--- src/rtl/cmem_arbiter_if.sv ---
`default_nettype none
// +--------------------------------------------------------------------------+
// | cmem_arbiter_if                                                          |
// | Requester and layer-memory bus between the arbiter and its neighbours.   |
// | Revision: 1.0                                                            |
// +--------------------------------------------------------------------------+
interface cmem_arbiter_if #(
  parameter int NREQ = 3,
  parameter int AW   = 12,
  parameter int DW   = 20
) ();
  logic [NREQ-1:0]    req;
  logic [NREQ-1:0]    req_we;
  logic [3*NREQ-1:0]  req_sel;
  logic [AW*NREQ-1:0] req_addr;
  logic [DW*NREQ-1:0] req_wdata;
  logic [NREQ-1:0]    req_lock;
  logic [NREQ-1:0]    gnt;
  logic [NREQ-1:0]    rvalid;
  logic [DW-1:0]      rdata;
  logic               cwr;
  logic               crd;
  logic [AW-1:0]      caddr_wr;
  logic [AW-1:0]      caddr_rd;
  logic [DW-1:0]      cdata_wr;
  logic [DW-1:0]      cdata_rd;
  logic [2:0]         csel;

  modport slave (
    input  req, req_we, req_sel, req_addr, req_wdata, req_lock, cdata_rd,
    output gnt, rvalid, rdata, cwr, crd, caddr_wr, caddr_rd, cdata_wr, csel
  );

  modport master (
    output req, req_we, req_sel, req_addr, req_wdata, req_lock, cdata_rd,
    input  gnt, rvalid, rdata, cwr, crd, caddr_wr, caddr_rd, cdata_wr, csel
  );
endinterface
`default_nettype wire

--- src/rtl/cmem_arbiter.sv ---
`default_nettype none
// +--------------------------------------------------------------------------+
// | cmem_arbiter                                                             |
// | Round-robin arbiter sharing the single-port layer memory among NREQ      |
// | requesters; reads return on rvalid/rdata two cycles after the grant.     |
// | Optional burst lock: define CMEM_ARB_LOCK_EN.                            |
// | Revision: 1.0                                                            |
// +--------------------------------------------------------------------------+
module cmem_arbiter #(
  parameter int NREQ = 3,
  parameter int AW   = 12,
  parameter int DW   = 20
) (
  input  logic          clk,
  input  logic          reset,
  cmem_arbiter_if.slave bus
);

  localparam int c_IDX_W = (NREQ > 1) ? $clog2(NREQ) : 1;

  typedef enum logic [1:0] {
    S_IDLE   = 2'd0,
    S_ACTIVE = 2'd1
`ifdef CMEM_ARB_LOCK_EN
    ,S_LOCKED = 2'd2
`endif
  } state_t;

  state_t               r_state;
  state_t               w_state_nxt;
  logic [c_IDX_W-1:0]   r_rr_ptr;
  logic [c_IDX_W-1:0]   w_rr_ptr_nxt;
  logic [NREQ-1:0]      w_elig;
  logic [NREQ-1:0]      w_gnt;
  logic [c_IDX_W-1:0]   w_gnt_idx;
  logic                 w_gnt_vld;
  logic                 w_we;
  logic [2:0]           w_sel;
  logic [AW-1:0]        w_addr;
  logic [DW-1:0]        w_wdata;

  logic                 r_cwr;
  logic                 r_crd;
  logic [AW-1:0]        r_caddr_wr;
  logic [AW-1:0]        r_caddr_rd;
  logic [DW-1:0]        r_cdata_wr;
  logic [2:0]           r_csel;
  logic                 r_rd_v1;
  logic [c_IDX_W-1:0]   r_rd_id1;
  logic [NREQ-1:0]      r_rvalid;

  function automatic logic [c_IDX_W-1:0] f_next_idx(input logic [c_IDX_W-1:0] i);
    return (i == c_IDX_W'(NREQ - 1)) ? '0 : i + 1'b1;
  endfunction

`ifdef CMEM_ARB_LOCK_EN
  logic [c_IDX_W-1:0]   r_owner;
  logic [NREQ-1:0]      w_owner_mask;

  always_comb begin
    w_owner_mask          = '0;
    w_owner_mask[r_owner] = 1'b1;
    w_elig = (r_state == S_LOCKED) ? (bus.req & w_owner_mask) : bus.req;
  end

  always_ff @(posedge clk or negedge reset) begin
    if (!reset)         r_owner <= '0;
    else if (w_gnt_vld) r_owner <= w_gnt_idx;
  end
`else
  logic w_unused_lock;
  assign w_unused_lock = ^{bus.req_lock, r_state};
  assign w_elig        = bus.req;
`endif

  // First eligible requester at or after the pointer, with wrap-around.
  always_comb begin
    w_gnt_vld = 1'b0;
    w_gnt_idx = '0;
    for (int k = 0; k < NREQ; k++) begin
      int j;
      j = int'(r_rr_ptr) + k;
      if (j >= NREQ) j = j - NREQ;
      if (!w_gnt_vld && w_elig[j]) begin
        w_gnt_vld = 1'b1;
        w_gnt_idx = c_IDX_W'(j);
      end
    end
    w_gnt = '0;
    if (w_gnt_vld) w_gnt[w_gnt_idx] = 1'b1;
  end

  assign w_we    = bus.req_we[w_gnt_idx];
  assign w_sel   = bus.req_sel[int'(w_gnt_idx)*3 +: 3];
  assign w_addr  = bus.req_addr[int'(w_gnt_idx)*AW +: AW];
  assign w_wdata = bus.req_wdata[int'(w_gnt_idx)*DW +: DW];

  always_comb begin
    w_state_nxt  = S_IDLE;
    w_rr_ptr_nxt = r_rr_ptr;
    if (w_gnt_vld) begin
      w_rr_ptr_nxt = f_next_idx(w_gnt_idx);
      w_state_nxt  = S_ACTIVE;
`ifdef CMEM_ARB_LOCK_EN
      if (bus.req_lock[w_gnt_idx]) w_state_nxt = S_LOCKED;
`endif
    end
`ifdef CMEM_ARB_LOCK_EN
    // Owner released its request mid-burst: skip past it.
    else if (r_state == S_LOCKED) begin
      w_rr_ptr_nxt = f_next_idx(r_owner);
    end
`endif
  end

  always_ff @(posedge clk or negedge reset) begin
    if (!reset) begin
      r_state  <= S_IDLE;
      r_rr_ptr <= '0;
    end else begin
      r_state  <= w_state_nxt;
      r_rr_ptr <= w_rr_ptr_nxt;
    end
  end

  always_ff @(posedge clk or negedge reset) begin
    if (!reset) begin
      r_cwr      <= 1'b0;
      r_crd      <= 1'b0;
      r_caddr_wr <= '0;
      r_caddr_rd <= '0;
      r_cdata_wr <= '0;
      r_csel     <= '0;
      r_rd_v1    <= 1'b0;
      r_rd_id1   <= '0;
      r_rvalid   <= '0;
    end else begin
      r_cwr <= 1'b0;
      r_crd <= 1'b0;
      if (w_gnt_vld) begin
        r_csel <= w_sel;
        if (w_we) begin
          r_cwr      <= 1'b1;
          r_caddr_wr <= w_addr;
          r_cdata_wr <= w_wdata;
        end else begin
          r_crd      <= 1'b1;
          r_caddr_rd <= w_addr;
        end
      end
      // Requester id follows the read so the return can be steered.
      r_rd_v1  <= w_gnt_vld & ~w_we;
      r_rd_id1 <= w_gnt_idx;
      r_rvalid <= '0;
      if (r_rd_v1) r_rvalid[r_rd_id1] <= 1'b1;
    end
  end

  assign bus.gnt      = w_gnt;
  assign bus.cwr      = r_cwr;
  assign bus.crd      = r_crd;
  assign bus.caddr_wr = r_caddr_wr;
  assign bus.caddr_rd = r_caddr_rd;
  assign bus.cdata_wr = r_cdata_wr;
  assign bus.csel     = r_csel;
  assign bus.rvalid   = r_rvalid;
  assign bus.rdata    = (|r_rvalid) ? bus.cdata_rd : '0;

endmodule
`default_nettype wire
--- src/flat_wrapper.sv ---
// flat-port wrapper written by rule: the top's interface ports become plain ports
module cmem_arbiter_flat 
#(
  parameter int NREQ = 3,
  parameter int AW   = 12,
  parameter int DW   = 20
)
  (clk, reset, bus_req, bus_req_we, bus_req_sel, bus_req_addr, bus_req_wdata, bus_req_lock, bus_cdata_rd, bus_gnt, bus_rvalid, bus_rdata, bus_cwr, bus_crd, bus_caddr_wr, bus_caddr_rd, bus_cdata_wr, bus_csel);
  cmem_arbiter_if #(.NREQ(NREQ), .AW(AW), .DW(DW)) bus_i ();
  input  logic clk;
  input  logic reset;
  input wire logic [$bits(bus_i.req)-1:0] bus_req;
  input wire logic [$bits(bus_i.req_we)-1:0] bus_req_we;
  input wire logic [$bits(bus_i.req_sel)-1:0] bus_req_sel;
  input wire logic [$bits(bus_i.req_addr)-1:0] bus_req_addr;
  input wire logic [$bits(bus_i.req_wdata)-1:0] bus_req_wdata;
  input wire logic [$bits(bus_i.req_lock)-1:0] bus_req_lock;
  input wire logic [$bits(bus_i.cdata_rd)-1:0] bus_cdata_rd;
  output wire logic [$bits(bus_i.gnt)-1:0] bus_gnt;
  output wire logic [$bits(bus_i.rvalid)-1:0] bus_rvalid;
  output wire logic [$bits(bus_i.rdata)-1:0] bus_rdata;
  output wire logic [$bits(bus_i.cwr)-1:0] bus_cwr;
  output wire logic [$bits(bus_i.crd)-1:0] bus_crd;
  output wire logic [$bits(bus_i.caddr_wr)-1:0] bus_caddr_wr;
  output wire logic [$bits(bus_i.caddr_rd)-1:0] bus_caddr_rd;
  output wire logic [$bits(bus_i.cdata_wr)-1:0] bus_cdata_wr;
  output wire logic [$bits(bus_i.csel)-1:0] bus_csel;
  assign bus_i.req = bus_req;
  assign bus_i.req_we = bus_req_we;
  assign bus_i.req_sel = bus_req_sel;
  assign bus_i.req_addr = bus_req_addr;
  assign bus_i.req_wdata = bus_req_wdata;
  assign bus_i.req_lock = bus_req_lock;
  assign bus_i.cdata_rd = bus_cdata_rd;
  assign bus_gnt = bus_i.gnt;
  assign bus_rvalid = bus_i.rvalid;
  assign bus_rdata = bus_i.rdata;
  assign bus_cwr = bus_i.cwr;
  assign bus_crd = bus_i.crd;
  assign bus_caddr_wr = bus_i.caddr_wr;
  assign bus_caddr_rd = bus_i.caddr_rd;
  assign bus_cdata_wr = bus_i.cdata_wr;
  assign bus_csel = bus_i.csel;
  cmem_arbiter #(.NREQ(NREQ), .AW(AW), .DW(DW)) u_core (.clk(clk), .reset(reset), .bus(bus_i));
endmodule
--- config.mk ---
export PLATFORM = sky130hd
export DESIGN_NAME = cmem_arbiter_flat
export DESIGN_NICKNAME = d
export VERILOG_FILES = /design/src/rtl/cmem_arbiter_if.sv /design/src/rtl/cmem_arbiter.sv /design/src/flat_wrapper.sv
export SDC_FILE = /design/constraint.sdc
export NUM_CORES = 1
export LEC_CHECK = 0
export ABC_AREA = 1
export CORE_MARGIN = 2
export CORE_UTILIZATION = 40
export DETAILED_ROUTE_END_ITERATION = 12
export PLACE_DENSITY = 0.85
export SLEW_MARGIN = 10
export SYNTH_ARGS = -nofsm -noshare
export SYNTH_HDL_FRONTEND = slang
export SYNTH_SLANG_ARGS = --single-unit
--- constraint.sdc ---
create_clock -name clk -period 5.5 [get_ports clk]
set_input_delay 1.65 -clock clk [delete_from_list [all_inputs] [get_ports clk]]
set_output_delay 1.65 -clock clk [all_outputs]
set_load 0.01 [all_outputs]
==> impl_metrics.json <==
{
  "status": "completed",
  "start_util_pct": 41.1,
  "switching_share_pct": 52.5,
  "ff2ff_setup_slack_ns": 2.01,
  "required_ns": 3.85,
  "synth_fa_ha_area_share_pct": 1.48,
  "grt_max_degree": 57,
  "nets": 809,
  "dieArea_um2": 9200,
  "setup_tns_ns": 0,
  "drc": 0,
  "postSynthAreaPerCell_um2": 7.05,
  "final_layout_size_suffix_gt1_share_pct": 4.18,
  "grt_pass1_wl_um": 16400,
  "p_int_mw": 1.94,
  "cts_num_sinks": 56,
  "cts_root_buf": "clkbuf_8",
  "dp_cells": 767,
  "fillCellCount": 677,
  "worst_slew_pin_slew_ns": 1.03,
  "path_depth": 10,
  "fin_util_pct": 67.4,
  "whs_path_depth": 1,
  "irDropWorstVdd_mv": 0.418,
  "max_cap_viol_count": 0,
  "end_kind": "primary output",
  "synth_fp_nets": 619,
  "diodes": 0,
  "crit_path_max_incr_delay_ns": 0.56,
  "hp-start": "u_core.r_rd_id1[0]$_DFF_PN0_",
  "final_area_um2": 5540,
  "ys_ff_latch": 56,
  "post_dp_cell_area_um2": 5440,
  "place.gp.congestion": 0.856,
  "finalWorstSetupSlack_ns": 0.236,
  "grt_antenna_before_repair": 0,
  "ctsResizeCount": 0,
  "grt_use_total_pct": 22.7,
  "crit_chain": "clkdlybuf4s50_1 -> inv_1 -> nand2_1 -> nand3_1 -> a21boi_1 -> nand2_1 -> nand2_1 -> nand2_1 -> a21oi_1 -> clkdlybuf4s50_1",
  "clkPwrFrac_pct": 5.8,
  "synthDistinctLibCells": 28,
  "synth_mux_area_share_pct": 0,
  "critPathKind": "input pin to primary output",
  "drtIter0Drc": 161,
  "slew_violations": 0,
  "die_h_um": 95.9,
  "min-delay-path-class": "register to register",
  "drt_wl_total_um": 10800,
  "crit_family": "buffers and inverters",
  "holdWs_ns": 0.456,
  "worstPathMaxFanout": 4,
  "hold_viol_final": 0,
  "core-area_um2": 8220,
  "dp_hpwl_um": 8130,
  "p_total_mw": 4.08,
  "wire_per_inst_um": 14.0,
  "clock_latency_ns": 0.31,
  "p_leak_nw": 2.66,
  "yosysTopAreaCell": "dfrtp_1",
  "synth_top_family_by_area": "simple AND/OR/NAND/NOR gates",
  "clkTransAtPathRegs_ns": 0.10,
  "period_needed_ns": 5.26,
  "hold_end": "u_core.bus.rvalid[0]$_DFF_PN0_",
  "synth-xor-area-share_pct": 0,
  "grt_pass1_vias": 3572,
  "worst_setup_path_start_kind": "input pin",
  "layout.cells.non_filler": 775,
  "yosysMostFrequentCell": "nand2_1",
  "cts-buffers-inserted": 5,
  "dpl_worst_slack_ns": 0.263,
  "dr.pass1.iters": 6,
  "cts_tree": "built",
  "clock_path_buffers": 2,
  "setup_viol": 0,
  "overflow": 0,
  "die_w_um": 95.9,
  "hold_buffers": 0,
  "synth_common_cells": "nand2_1, nand3_1, dfrtp_1, inv_1, nor2_1",
  "cts_setup_buffers": 0,
  "period_share_pct": 95.7,
  "area.growth.synth_to_final_pct": 64.0,
  "critPathBufInv": 3,
  "critPathArrivalTime_ns": 3.61,
  "rows": 33,
  "p_seq_share_pct": 18.3,
  "r2r_start": "u_core.r_rr_ptr[0]$_DFFE_PN0P_",
  "yosys_warnings": 0,
  "max_slew_margin_pct": 30.8,
  "cts-htree-levels": 2,
  "yosysSeqAreaShare_pct": 41.5,
  "routed_via_density": 5.06,
  "rsz0062_at_grt": "false",
  "synth-edff-count": 0,
  "cpMaxStageDelayCell": "clkdlybuf4s50_1",
  "seq_area_um2": 1400,
  "fmax_mhz": 190,
  "synth_flop_cell": "dfrtp_1",
  "synth_cells": 479,
  "synth_compound_area_share_pct": 2.63,
  "cpMostUsedCell": "nand2_1",
  "yosys.area_share.simple_pct": 45.2,
  "r2r_cells": 14,
  "multiInputGateArea_um2": 1670,
  "async_flop_share_pct": 100,
  "synth_top_area_share_pct": 41.5,
  "ant_nets": 0,
  "vias": 3918,
  "p_per_area_nw_per_um2": 736,
  "crit-reg2reg-capture": "u_core.bus.cdata_wr[17]$_DFFE_PN0P_",
  "ios": 211,
  "comb_power_share_pct": 75.9,
  "synthesis.area_um2": 3380,
  "portBuffers": 207,
  "synthTopCellsByArea": "dfrtp_1, nand2_1, nand3_1",
  "fin_skew_ns": 0.00900,
  "power.switching_mw": 2.14
}
registers in the layout, indices dropped and copies added (netlist names):
register             count
u_core.bus.caddr_wr     12
u_core.bus.cwr           1
u_core.bus.rvalid        3
u_core.bus.caddr_rd     12
u_core.bus.cdata_wr     20
u_core.r_rr_ptr          2
u_core.bus.csel          3
u_core.bus.crd           1
u_core.r_rd_id1          2
layout by cell type, fill, tap and decap left out, drive strengths merged:
master,synthesis,routed
nor3b,1,1
clkdlybuf4s50,0,206
o22a,1,1
clkinvlp,0,1
nand2,187,187
inv,34,35
nand3b,1,1
clkbuf,7,5
dfrtp,56,56
nand4,8,8
nor3,2,2
a21boi,1,1
buf,23,7
clkinv,0,1
o211ai,2,2
o22ai,2,2
o21a,2,2
ha,4,4
nand3,121,121
nor2,24,24
a21oi,3,3
worst register-to-register path, delay by kind of cell, from the launching register on:
kind,cells,cell delay [ns]
buffers and inverters,3,0.63
flip-flops,1,0.39
adder cells (fa/ha/maj),1,0.36
AND/OR/NAND/NOR,10,2.08
power by group through the flow:
stage	Combinational [mW]	Sequential, mW	Clock (mW)
3_3_place_gp	3.04	0.746	0
3_5_place_dp	3.11	0.756	0
4_1_cts	3.13	0.748	0.243
5_1_grt	3.48	0.769	0.255
6_report	3.10	0.746	0.235
2_1_floorplan	2.07	0.832	0
layout make-up:
cell class / instances / share of cell area, %
sequential: 56 / 25.3
tap: 105 / 2.37
timing repair buffer: 213 / 38.1
inverter: 34 / 2.30
multi-input combinational: 359 / 30.2
clock inverter: 3 / 0.497
clock buffer: 5 / 1.24
worst max path at each step:
stage | start | end | slack (ns)
after floorplan | bus_req[1] | bus_gnt[0] | 1.0
after global placement | bus_req[1] | bus_gnt[0] | 0.33
after detailed placement | bus_req[1] | bus_gnt[0] | 0.26
after CTS | bus_req[1] | bus_gnt[0] | 0.26
after global routing | bus_req[1] | bus_gnt[0] | 0.06
final | bus_req[1] | bus_gnt[0] | 0.24
layer usage:
layer  part of all wire (%)  global-route usage (%)  vias up
met4                    1.8                    5.12        0
li1                       -                       -     1922
met1                     38                    26.0     1790
met3                    9.5                    5.87       24
met2                     50                    42.3      182
met5                      0                       0        -
logic make-up after synthesis:
group                      after synthesis
and+or+nand+nor                        344
buffers and inverters                   64
DFF                                     56
AOI/OAI and AO/OA                       11
adders and majority gates                4
No activity file was read; power rests on OpenSTA's default activity.
